### config.mk
export PLATFORM = sky130hd
export DESIGN_NAME = register_file
export DESIGN_NICKNAME = d
export VERILOG_FILES = /design/src/rtl/register_file_pkg.sv /design/src/rtl/register_file_rf_reg.sv /design/src/rtl/register_file.sv
export SDC_FILE = /design/constraint.sdc
export NUM_CORES = 1
export LEC_CHECK = 0
export CAP_MARGIN = 20
export CORE_MARGIN = 2
export CORE_UTILIZATION = 30
export CTS_CLUSTER_SIZE = 28
export DETAILED_ROUTE_END_ITERATION = 10
export GPL_TIMING_DRIVEN = 0
export SKIP_LAST_GASP = 1
export SLEW_MARGIN = 40
export SYNTH_ARGS = -nofsm -noshare
export SYNTH_HDL_FRONTEND = slang
export SYNTH_SLANG_ARGS = --single-unit
### constraint.sdc
create_clock -name CLK -period 1.2 [get_ports CLK]
set_clock_uncertainty 0.2 [all_clocks]
set_input_delay 0.18 -clock CLK [delete_from_list [all_inputs] [get_ports CLK]]
set_output_delay 0.18 -clock CLK [all_outputs]
set_load 0.01 [all_outputs]
### src/rtl/register_file_pkg.sv
// Shared constants for the ACC/ACCO/SP/RA special-purpose register file.
package register_file_pkg;

  localparam int RF_DATA_W = 16;
  localparam int NUM_REGS  = 4;

  localparam logic [1:0] DEST_ACC  = 2'd0;
  localparam logic [1:0] DEST_ACCO = 2'd1;
  localparam logic [1:0] DEST_SP   = 2'd2;
  localparam logic [1:0] DEST_RA   = 2'd3;

  localparam int RST_VAL = 0;

endpackage

### src/rtl/register_file_rf_reg.sv
// Single storage register: synchronous active-high clear, then optional load.
module rf_reg
  import register_file_pkg::*;
#(
  parameter int W = RF_DATA_W
) (
  input  logic         i_clk,
  input  logic         i_rst,
  input  logic         i_load,
  input  logic [W-1:0] i_d,
  output logic [W-1:0] o_q
);

  always_ff @(posedge i_clk) begin
    if (i_rst) begin
      o_q <= W'(RST_VAL);
    end else if (i_load) begin
      o_q <= i_d;
    end
  end

endmodule

### src/rtl/register_file.sv
// Four dedicated registers (ACC, ACCO, SP, RA), one write per clock, all always visible.
module register_file
  import register_file_pkg::*;
#(
  parameter int DATA_W = RF_DATA_W
) (
  input  logic              CLK,
  input  logic              rst,
  input  logic              write,
  input  logic [1:0]        Dest,
  input  logic [DATA_W-1:0] wrData,
  output logic [DATA_W-1:0] ACC,
  output logic [DATA_W-1:0] ACCO,
  output logic [DATA_W-1:0] SP,
  output logic [DATA_W-1:0] RA
);

  logic [NUM_REGS-1:0] w_load;
  logic [DATA_W-1:0]   w_q [NUM_REGS];

  // One-hot load enables; reset priority is handled inside each register.
  always_comb begin
    w_load = '0;
    if (write) begin
      w_load[Dest] = 1'b1;
    end
  end

  for (genvar g = 0; g < NUM_REGS; g++) begin : g_reg
    rf_reg #(
      .W(DATA_W)
    ) u_reg (
      .i_clk (CLK),
      .i_rst (rst),
      .i_load(w_load[g]),
      .i_d   (wrData),
      .o_q   (w_q[g])
    );
  end

  assign ACC  = w_q[DEST_ACC];
  assign ACCO = w_q[DEST_ACCO];
  assign SP   = w_q[DEST_SP];
  assign RA   = w_q[DEST_RA];

endmodule

# == After elaboration in Yosys (flattened, before gate mapping) ==
# Index checks and enable logic that the tools add are counted.
# W data, S select, Z words.
# word_totals
in_bits,21
out_inout_bits,64
elab_cells,10
register_bits,64
# classes
n_lt_le_gt_ge,2
reduce_logical,1
mux,3
# op_table
operator,count
$mux W4,1
$lt A2 B3 Y1 const B,1
$demux W1 S2,1
$ge A2 B1 Y1 const B,1
$logic_and A1 B1 Y1,1
$mux W1,1

# == Depth between registers and ports, before layout ==
# logic_depth
ltp_word,5
mapped_depth,4
mapped_depth_nobuf,2

# == Cells and area by module ==
# A second synthesis with hierarchy kept.
# hier_totals
hier_cells,212
hier_area_um2,2359.8
# by_module_without_submodules
module,cells_per_inst,area_each_um2,n_inst,seq_area_each_um2
rf_reg,52,580.6,4,320.3
register_file,4,37.5,1,0.0

# == Least setup slack after synthesis ==
# Ideal clock, no wire load.
# synth_path
kind,input to register
from,in Dest[0]
to,reg g_reg[0].u_reg.o_q[0]
t_arrival_ns,0.800
n_path_buf,1
path_stages,3
setup_slack_ns,0.079
setup_ns,0.121
required_time_ns,0.879
path_cell_list,or3b_1 buf_6 mux2i_1
# synth_between
elab_chain_cells,5
elab_cells_between_ends,6
classes_between,order compare: 2; mux: 3; reduce/logical: 1
# synth_lines
item,line_no,rtl
start: declaration,register_file.sv:10,"input logic [1:0] Dest,"
$lt A2 B3 Y1 (not written as such) or $ge A2 B1 Y1 (tied branches),register_file.sv:25,w_load[Dest] = 1'b1;
$logic_and A1 B1 Y1 (not written as such),register_file.sv:25,
$mux W1 (not written as such),register_file.sv:25,
$demux W1 S2 (*),register_file.sv:25,
$mux W4 (*),register_file.sv:24,if (write) begin
end signal: assignment,register_file_rf_reg.sv:16,o_q <= W'(RST_VAL);
end signal: assignment,register_file_rf_reg.sv:18,o_q <= i_d;
end: declaration,register_file_rf_reg.sv:11,output logic [W-1:0] o_q
# Mark *: on every way between the ends. The rest lies on a longest branch, timed or not.
# A chain may end at the register's enable or synchronous reset.

# == Worst setup path in the final report ==
# layout_path
from,reg g_reg[3].u_reg.o_q[14]
to,out RA[14]
# layout_rtl
item,line_no,rtl
start: declaration,register_file_rf_reg.sv:11,
start signal: assignment,register_file_rf_reg.sv:16,
start signal: assignment,register_file_rf_reg.sv:18,
end: declaration,register_file.sv:15,output logic [DATA_W-1:0] RA
# No word-level cell between the ends.

==> results.txt <==
Top delay family on crit path - flip-flops
Largest net degree at the start of global routing - 11
Fin area - 0.003781 sq mm
Synth top area share - 0.4995
Antenna Cells - 0
Seq/Total Area, Yosys - 0.4995
Final hold vios - 0
Peak supply drop - 0.0005029 V
Iteration-0 DRC Markers - 25
Netlist cell types - 12
Effective utilization at floorplan - 0.3106
Worst-path maximum fanout - 2
Biggest regs - g.u_reg.o_q x64
Ys Warns - 0
Synth top area cells - dfxtp_1 50%, mux2i_1 25%, nand2b_1 20%
I/O pin total - 85
Net count, final - 349
Die Y-Extent - 96.47 um
Vias in the first global route - 1887
Min Hold Slack - 0.1762 ns
Core footprint - 0.008258 sq mm
Setup violators final - 0
Register clock-pin slew on the reported worst setup and hold paths - 0.07 ns
Leakage Power - 1.804 nW
First-pass GRT wire length - 10300 um
Critical-path top delay cell - dfxtp_2
Arrival time worst endpoint - 0.81 ns
Slew Viols, Final - 0
Area growth, synth to finish - 47.41%
Biggest register - g.u_reg.o_q
Status - completed
Drt first pass iters - 4
Vias per inst - 4.361
CTS buffer count - 9
Worst-Margin Slew - 0.4374 ns
Initial antenna violation count - 0
CTS Sinks - 64
Syn Area/Cell - 11.15 sq um
Fin crit share - 0.9904
WS Path Type - reg2out
Global-route usage over all layers - 0.1529
H-tree levels - 3
ANT nets after route - 0
Max Root-Sink Buffers - 2
DP HPWL - 4740 um
Placer Congestion - 0.7651
Share of post-route cells with drive strength above 1 - 0.4685
Relative slew slack - 0.7084
Worst min path class - in2reg
Mapped Area - 0.002565 sq mm
Min Tclk post-route - 1.189 ns
CP Launch Type - flip-flop
Filler Cell Count - 792
Pwr Density - 1264 mW/mm^2
DP Area - 0.003527 sq mm
Average wire per standard cell - 15.43 um
Post-Route WL - 6757 um
Area of the multi-input gates - 0.001190 sq mm
Setup slack, reg-to-reg - 0.30 ns
Core Rows - 33
DRC - 0
Die width - 96.47 um
RSZ-0062 raised after global routing - yes
Crit end category - output pin
Worst path max stage delay - 0.35 ns
Yosys top cell by area - dfxtp_1
Die area - 0.009306 sq mm
CTS tree - yes
Total Power - 4.779 mW
Worst Path Required - 0.82 ns
Max reg flops - 64
Root Buffer - clkbuf_8
FMAX - 841.4 MHz
FF+latch count, synth - 64
Clock Latency Late Sink - 0.33 ns
Net Count, Synth - 251
Mapped Cells - 230
CP bufs+invs - 1
Critical Path, Cell by Cell - clkbuf_2
PortBufs - 83
Max-cap viol count - 0
Post-route core utilization - 0.4579
Overflow after GRT - 0
Register area - 0.001360 sq mm
Detailed-route via count - 1910
-- power breakdown --
group	internal [mW]	switching, mW
logic	0.289	0.229
clock network	1.19	0.813
registers	2.21	0.0492
total	3.69	1.09
-- layout make-up --
class / instances / share of cell area
multi-input combinational: 150 / 0.3147
buffer: 16 / 0.02747
sequential: 64 / 0.3597
clock buffer: 14 / 0.04831
timing repair buffer: 87 / 0.2058
clock inverter: 2 / 0.009265
tap: 105 / 0.03475
-- through the flow --
stage / setup WS [ns] / setup TNS, ns / std cells
2_1_floorplan: 0.07939 / 0 / 230
3_3_place_gp: -0.5282 / -30.90 / 418
3_5_place_dp: -0.5695 / -32.29 / 418
4_1_cts: -0.1443 / -0.1443 / 435
5_1_grt: -0.02078 / -0.02885 / 438
6_report: 0.01147 / 0 / 438
-- Yosys cell counts --
| library cell | n |
|---|---|
| nand3_1 | 1 |
| mux2i_1 | 64 |
| or3b_1 | 1 |
| nor3b_2 | 1 |
| buf_2 | 3 |
| clkbuf_1 | 8 |
| buf_6 | 3 |
| dfxtp_1 | 64 |
| nand2b_1 | 80 |
| nand3b_1 | 2 |
| buf_4 | 2 |
| and3_2 | 1 |
-- final timing paths --
| kind | from | to | depth (start not counted) |
|---|---|---|---|
| setup / recovery | g_reg[3].u_reg.o_q[14] | RA[14] | 1 |
| hold / removal | rst | g_reg[2].u_reg.o_q[15] | 3 |
| setup reg to reg | g_reg[3].u_reg.o_q[10] | g_reg[3].u_reg.o_q[10] | 3 |
| hold reg to reg | g_reg[0].u_reg.o_q[7] | g_reg[0].u_reg.o_q[7] | 2 |
-- placed cells by master, fill, tap and decap left out --
cell type        count
and3_2               1
buf_2               26
buf_4                8
buf_6               39
buf_8                2
bufinv_16            1
clkbuf_1             9
clkbuf_2             1
clkbuf_8            13
clkdlybuf4s15_1      1
clkdlybuf4s50_1     16
clkinv_2             1
dfxtp_1              1
dfxtp_2             63
dlygate4sd2_1        2
mux2i_1             64
nand2b_1            80
nand3_1              1
nand3b_1             2
nor3b_2              1
or3b_1               1
-- cells by family after synthesis --
family                 share of synthesized area
flip-flops                                0.4995
buffers and inverters                    0.03658
AND/OR/NAND/NOR                           0.2141
multiplexers                              0.2498
-- layer usage --
layer,up-vias,wire length (um),track usage
li1,957,-,-
met1,901,3176,0.2072
met2,43,3203,0.2361
met3,9,253,0.03026
met4,0,123,0.06690
met5,-,0,0
-- timing repair --
item                                   CTS  global route
setup buffers                            1             3
pin swaps                                0             0
endpoints found under the hold margin    0             0
setup endpoints to repair              118            53
hold buffers                             0             0
resized for setup                      303            63
No activity file was read; power rests on OpenSTA's default activity.
